**config.mk**
```make
export PLATFORM = sky130hd
export DESIGN_NAME = branch_resolution_unit
export DESIGN_NICKNAME = d
export VERILOG_FILES = /design/src/rtl/branch_resolution_unit.sv
export SDC_FILE = /design/constraint.sdc
export NUM_CORES = 1
export LEC_CHECK = 0
export BUFFER_PORTS_ARGS = -buffer_cell sky130_fd_sc_hd__clkbuf_2
export CORE_MARGIN = 10
export CORE_UTILIZATION = 57
export CTS_CLUSTER_DIAMETER = 30
export DETAILED_ROUTE_END_ITERATION = 6
export PLACE_DENSITY_LB_ADDON = 0.15
export REMOVE_ABC_BUFFERS = 1
export SYNTH_ARGS = -nofsm -noshare
export SYNTH_HDL_FRONTEND = slang
export SYNTH_SLANG_ARGS = --single-unit
export TNS_END_PERCENT = 20
```
**constraint.sdc**
```tcl
create_clock -name clk -period 6.25 [get_ports clk]
set_input_delay 0 -clock clk [delete_from_list [all_inputs] [get_ports clk]]
set_output_delay 0 -clock clk [all_outputs]
set_load 0.02 [all_outputs]
```
**src/rtl/branch_resolution_unit.sv**
```systemverilog
// EX-stage branch resolution: carries predicted next-PC down IF/ID/EX,
// resolves branches/jumps, drives flush and predictor feedback.
package branch_resolution_unit_pkg;

  typedef struct packed {
    logic        valid;
    logic [31:0] pc;
    logic [31:0] pred;
  } if_id_t;

  typedef struct packed {
    logic        valid;
    logic [31:0] pc;
    logic [31:0] pred;
    logic        is_branch;
    logic        is_jal;
    logic        is_jalr;
    logic [2:0]  funct3;
    logic [31:0] imm;
  } id_ex_t;

endpackage

module branch_resolution_unit
  import branch_resolution_unit_pkg::*;
#(
  parameter int CNT_W = 32
) (
  input  logic             clk,
  input  logic             reset,
  input  logic             if_valid,
  input  logic [31:0]      if_pc,
  input  logic [31:0]      if_pc_predict,
  input  logic             stall,
  input  logic             id_is_branch,
  input  logic             id_is_jal,
  input  logic             id_is_jalr,
  input  logic [2:0]       id_funct3,
  input  logic [31:0]      id_imm,
  input  logic [31:0]      ex_rs1,
  input  logic [31:0]      ex_rs2,
  output logic [31:0]      ex_pc,
  output logic [31:0]      pc_correct,
  output logic             prediction_success,
  output logic             resolve_valid,
  output logic             flush,
  output logic [CNT_W-1:0] branch_count,
  output logic [CNT_W-1:0] mispredict_count
);

  if_id_t if_id;
  id_ex_t id_ex;

  logic        taken;
  logic        sel_jalr;
  logic        sel_tgt;
  logic        sel_seq;
  logic [31:0] jalr_sum;
  logic [31:0] tgt;
  logic [31:0] seq;

  always_ff @(posedge clk) begin
    if (reset) begin
      if_id <= '0;
      id_ex <= '0;
    end else if (flush) begin
      if_id.valid <= 1'b0;
      id_ex.valid <= 1'b0;
    end else if (stall) begin
      id_ex.valid <= 1'b0;
    end else begin
      if_id.valid     <= if_valid;
      if_id.pc        <= if_pc;
      if_id.pred      <= if_pc_predict;
      id_ex.valid     <= if_id.valid;
      id_ex.pc        <= if_id.pc;
      id_ex.pred      <= if_id.pred;
      id_ex.is_branch <= id_is_branch;
      id_ex.is_jal    <= id_is_jal;
      id_ex.is_jalr   <= id_is_jalr;
      id_ex.funct3    <= id_funct3;
      id_ex.imm       <= id_imm;
    end
  end

  always_comb begin
    taken = 1'b0;
    case (id_ex.funct3)
      3'b000:  taken = (ex_rs1 == ex_rs2);
      3'b001:  taken = (ex_rs1 != ex_rs2);
      3'b100:  taken = ($signed(ex_rs1) < $signed(ex_rs2));
      3'b101:  taken = ($signed(ex_rs1) >= $signed(ex_rs2));
      3'b110:  taken = (ex_rs1 < ex_rs2);
      3'b111:  taken = (ex_rs1 >= ex_rs2);
      default: taken = 1'b0;
    endcase
  end

  assign jalr_sum = ex_rs1 + id_ex.imm;
  assign tgt      = id_ex.pc + id_ex.imm;
  assign seq      = id_ex.pc + 32'd4;

  // One-hot select keeps the jalr > jal > taken-branch priority explicit
  assign sel_jalr = id_ex.is_jalr;
  assign sel_tgt  = !id_ex.is_jalr &&
                    (id_ex.is_jal || (id_ex.is_branch && taken));
  assign sel_seq  = !sel_jalr && !sel_tgt;

  always_comb begin
    pc_correct = seq;
    unique case (1'b1)
      sel_jalr: pc_correct = {jalr_sum[31:1], 1'b0};
      sel_tgt:  pc_correct = tgt;
      sel_seq:  pc_correct = seq;
      default:  pc_correct = seq;
    endcase
  end

  assign ex_pc              = id_ex.pc;
  assign prediction_success = !id_ex.valid ||
                              (pc_correct == id_ex.pred);
  assign flush              = id_ex.valid && !prediction_success;
  assign resolve_valid      = id_ex.valid &&
                              (id_ex.is_branch ||
                               id_ex.is_jal ||
                               id_ex.is_jalr);

  always_ff @(posedge clk) begin
    if (reset) begin
      branch_count     <= '0;
      mispredict_count <= '0;
    end else begin
      if (resolve_valid && (branch_count != '1))
        branch_count <= branch_count + CNT_W'(1);
      if (flush && (mispredict_count != '1))
        mispredict_count <= mispredict_count + CNT_W'(1);
    end
  end

endmodule

```
==> run metrics <==
CP endpoint flush; R2R setup slack 0.68 ns; post-layout util 74.1%; status finished, final reports clean; compound-cell area share of the yosys netlist 22.9%; initial antenna violation count 4; RR Startpoint id_ex[0]; Remaining DRCs 0; sum of negative setup slack 0 ns; XOR/XNOR Fraction of Synth Area 5.73%; final hold vios 0; vias in the first global route 16.6k; largest net degree at the start of global routing 129; Top-Level Pins 301; GP Congestion 0.952; Slew Viols, Final 0; GRT Resource Usage Total 30.2%; Die ar. 35900 sq um; RSZ-0062 raised after global routing no; Post-Synth Adder-Cell Area 7.59%; Tightest Hold Check Type input pin to flop; crit path capture type primary output; Setup crit start id_ex[0]; total grt overflow 0; drt wl/cell 20.4 um; # fillers 2146; htree depth 2; Final nets 2646; CP Max Fanout 56; final wirelength 57.0 mm; Routed Antenna Nets 0; relative slew slack 28.5%; hpwl dp 40.7 mm; Clock Latency Late Sink 0.56 ns; WP data arrival 5.85 ns; CP max stage cell o41a_2; ys flop type dfxtp_1; Clock Skew 0.0191 ns; crit-path cells ha_1 -> fa_1 -> a21o_1 -> a221o_1 -> a221oi_2 -> buf_4 -> a31oi_1 -> a31oi_1 -> xnor2_1 -> mux2i_1 -> mux2i_1 -> xor2_1 -> a2111o_1 -> a2111o_1 -> o41a_2 -> buf_4 -> clkbuf_2; Die Width 189 um; area of the core 28000 sq um; CTS tree yes; Max Cap Violations 0; routed via count 16.9k; FF+latch area 4640 sq um; Clock Path Buffers 3; Post-Syn Area per Cell 8.03 sq um; f_max 171 MHz; FFs w/ async S/R, synth 0%; area of the multi-input gates 10700 sq um; fin crit period 5.85 ns; DRT Pass-1 Iters 5; post-CTS resize count 0; CP Class flop to primary output; share of layout cells above drive strength 1 18.9%; commonest cells after routing, fill and taps aside 298 x clkbuf_2, 232 x dfxtp_1, 194 x o21ai_0; Std-Cell Rows 61; Syn Inst Count 2036; Die H 189 um; fin crit share 93.7%; buffer and inverter count on the worst path 3; PwrDens 255 nW/um^2; post-synthesis mux area share 4.86%; terminus of the critical flop-to-flop path id_ex[32]; Peak supply drop 0.000242 V; #FFs+latches synth 232; Num CTS Buffers 50; largest family of logic cells by synthesized area simple AND/OR/NAND/NOR gates; number of synthesis warnings 0; IO buf count 300; largest delay contributor family on the critical path compound AO/OA/AOI/OAI gates; post-CTS setup buffer count 0; synthesized area 16400 sq um; Critical Path RT 6.25 ns; Vias/cell 6.05; Crit path depth 17; initial DRC count 1434; Layout area overhead 27.0%; clock-pin slew on the worst setup and hold paths 0.05 ns; Root Buffer clkbuf_16; Distinct cells, synth 84; Worst-Margin Slew 1.06 ns; first-pass GRT wire length 89.8 mm; slowest stage delay, CP 0.50 ns; commonest non-fill, non-tap cell in the layout clkbuf_2; worst r2r path cells 18; register area share after synthesis 28.4%; CP startpoint kind flop; number of flops mapped to enable cells by yosys 0; Final setup viols 0; Simple-Gate Fraction of Synth Area 24.3%; P_leak 8.96 nW; CTS Sinks 232; initial core utilization 58.4%
## power by group
group	leakage, nW	internal, mW	switching [mW]
Sequential	1.89	1.54	0.0552
Clock	0.886	1.91	0.913
Combinational	6.18	0.367	0.516
## routing by layer
metal	track usage, %	wire (um)	vias up
met5	0	12	-
met4	11.7	2020	2
met3	5.79	4480	133
met2	50.2	26600	780
met1	37.9	23900	7961
li1	-	-	8054
## what timing repair did
item | CTS | global route
setup endpoints to repair | 0 | 0
hold buffers | 103 | 0
hold endpoints to repair | 103 | 0
## metrics by stage
step / instance area [sq um] / hold WS (ns) / setup WS [ns] / power (mW) / std cells
floorplan: 15600 / 0.0691 / -1.42 / 2.10 / 1894
global placement: 17900 / 0.244 / 0.672 / 2.42 / 2601
detailed placement: 17900 / 0.256 / 0.593 / 2.43 / 2601
CTS: 20800 / 0.0497 / 0.464 / 5.30 / 2797
global route: 20800 / 0.0866 / 0.174 / 5.49 / 2800
finish: 20800 / 0.0171 / 0.395 / 5.31 / 2800
## synthesized netlist by cell type, types with 6 or more instances
cell type  number  share of area [%]
a31oi_1        18               0.69
o21bai_1        6               0.28
clkbuf_1       78                1.8
o21a_1         16               0.73
o31ai_1        24                1.1
nand2_1       115                2.6
a22o_1          8               0.43
inv_1          72                1.7
xor2_1         54                2.9
nor4_1         14               0.54
buf_2          14               0.43
dfxtp_1       232                 28
and2_1         12               0.46
mux2i_1        76                4.7
nand2b_1      144                5.5
a21o_1         28                1.3
nor2b_1        61                2.3
and4_1         13               0.70
or3_1          24               0.92
o21ai_1        25               0.77
and3_1         29                1.1
nor3_1         21               0.64
a22oi_1         7               0.32
o21ai_0       194                5.9
a31o_2          6               0.32
a211oi_1       22                1.0
xnor2_1        53                2.8
ha_1           96                7.3
a211o_1        10               0.54
buf_4          41                1.9
o211ai_1       16               0.73
nand3b_1       41                1.9
nand4_1        36                1.4
a21oi_1       147                4.5
nor2_1        105                2.4
or4_1          23                1.1
nand3_1        50                1.5
## state kept, by name (all words and copies together) (netlist names)
register          flops
branch_count         32
id_ex                70
mispredict_count     32
ex_pc                32
if_id                65
sel_jalr              1
## layout make-up
cell class / instances / area share, %
diodes: 3 / 0.0361
clock buffers: 61 / 6.66
clock inverters: 32 / 2.17
inverters: 73 / 1.34
multi-input cells: 1589 / 51.5
flip-flops and latches: 232 / 22.4
well taps: 378 / 2.28
repair buffers: 432 / 13.7
## worst reg2reg max path, stage by stage, from the launching register on
cell and delay (ns):
dfxtp_1 0.39, ha_1 0.29, fa_1 0.42, a21o_1 0.21, a221o_1 0.36, a221oi_2 0.24, buf_4 0.17, a31oi_1 0.18
a31oi_1 0.30, xnor2_1 0.15, mux2i_1 0.13, mux2i_1 0.44, xor2_1 0.13, a2111o_1 0.41, a2111o_1 0.37, o41a_2 0.50
buf_4 0.33, o21ai_0 0.31, a21oi_1 0.09
## worst min-delay path by stage
| stage | from | endpoint | slack, ns | depth (start not counted) |
|---|---|---|---|---|
| 2_1_floorplan | reset | branch_count[10] | 0.07 | 1 |
| 3_3_place_gp | if_pc[22] | if_id[54] | 0.24 | 3 |
| 3_5_place_dp | if_pc[1] | if_id[33] | 0.26 | 3 |
| 4_1_cts | reset | branch_count[14] | 0.05 | 2 |
| 5_1_grt | reset | branch_count[21] | 0.09 | 2 |
| 6_report | reset | branch_count[14] | 0.02 | 2 |
## kinds of logic after synthesis
kind of cell	after synthesis
compound gates	600
xor+xnor	107
fa+ha+maj	98
buf+inv	215
flops	232
mux	79
simple gates	705
(Power assumes the default switching activity.)
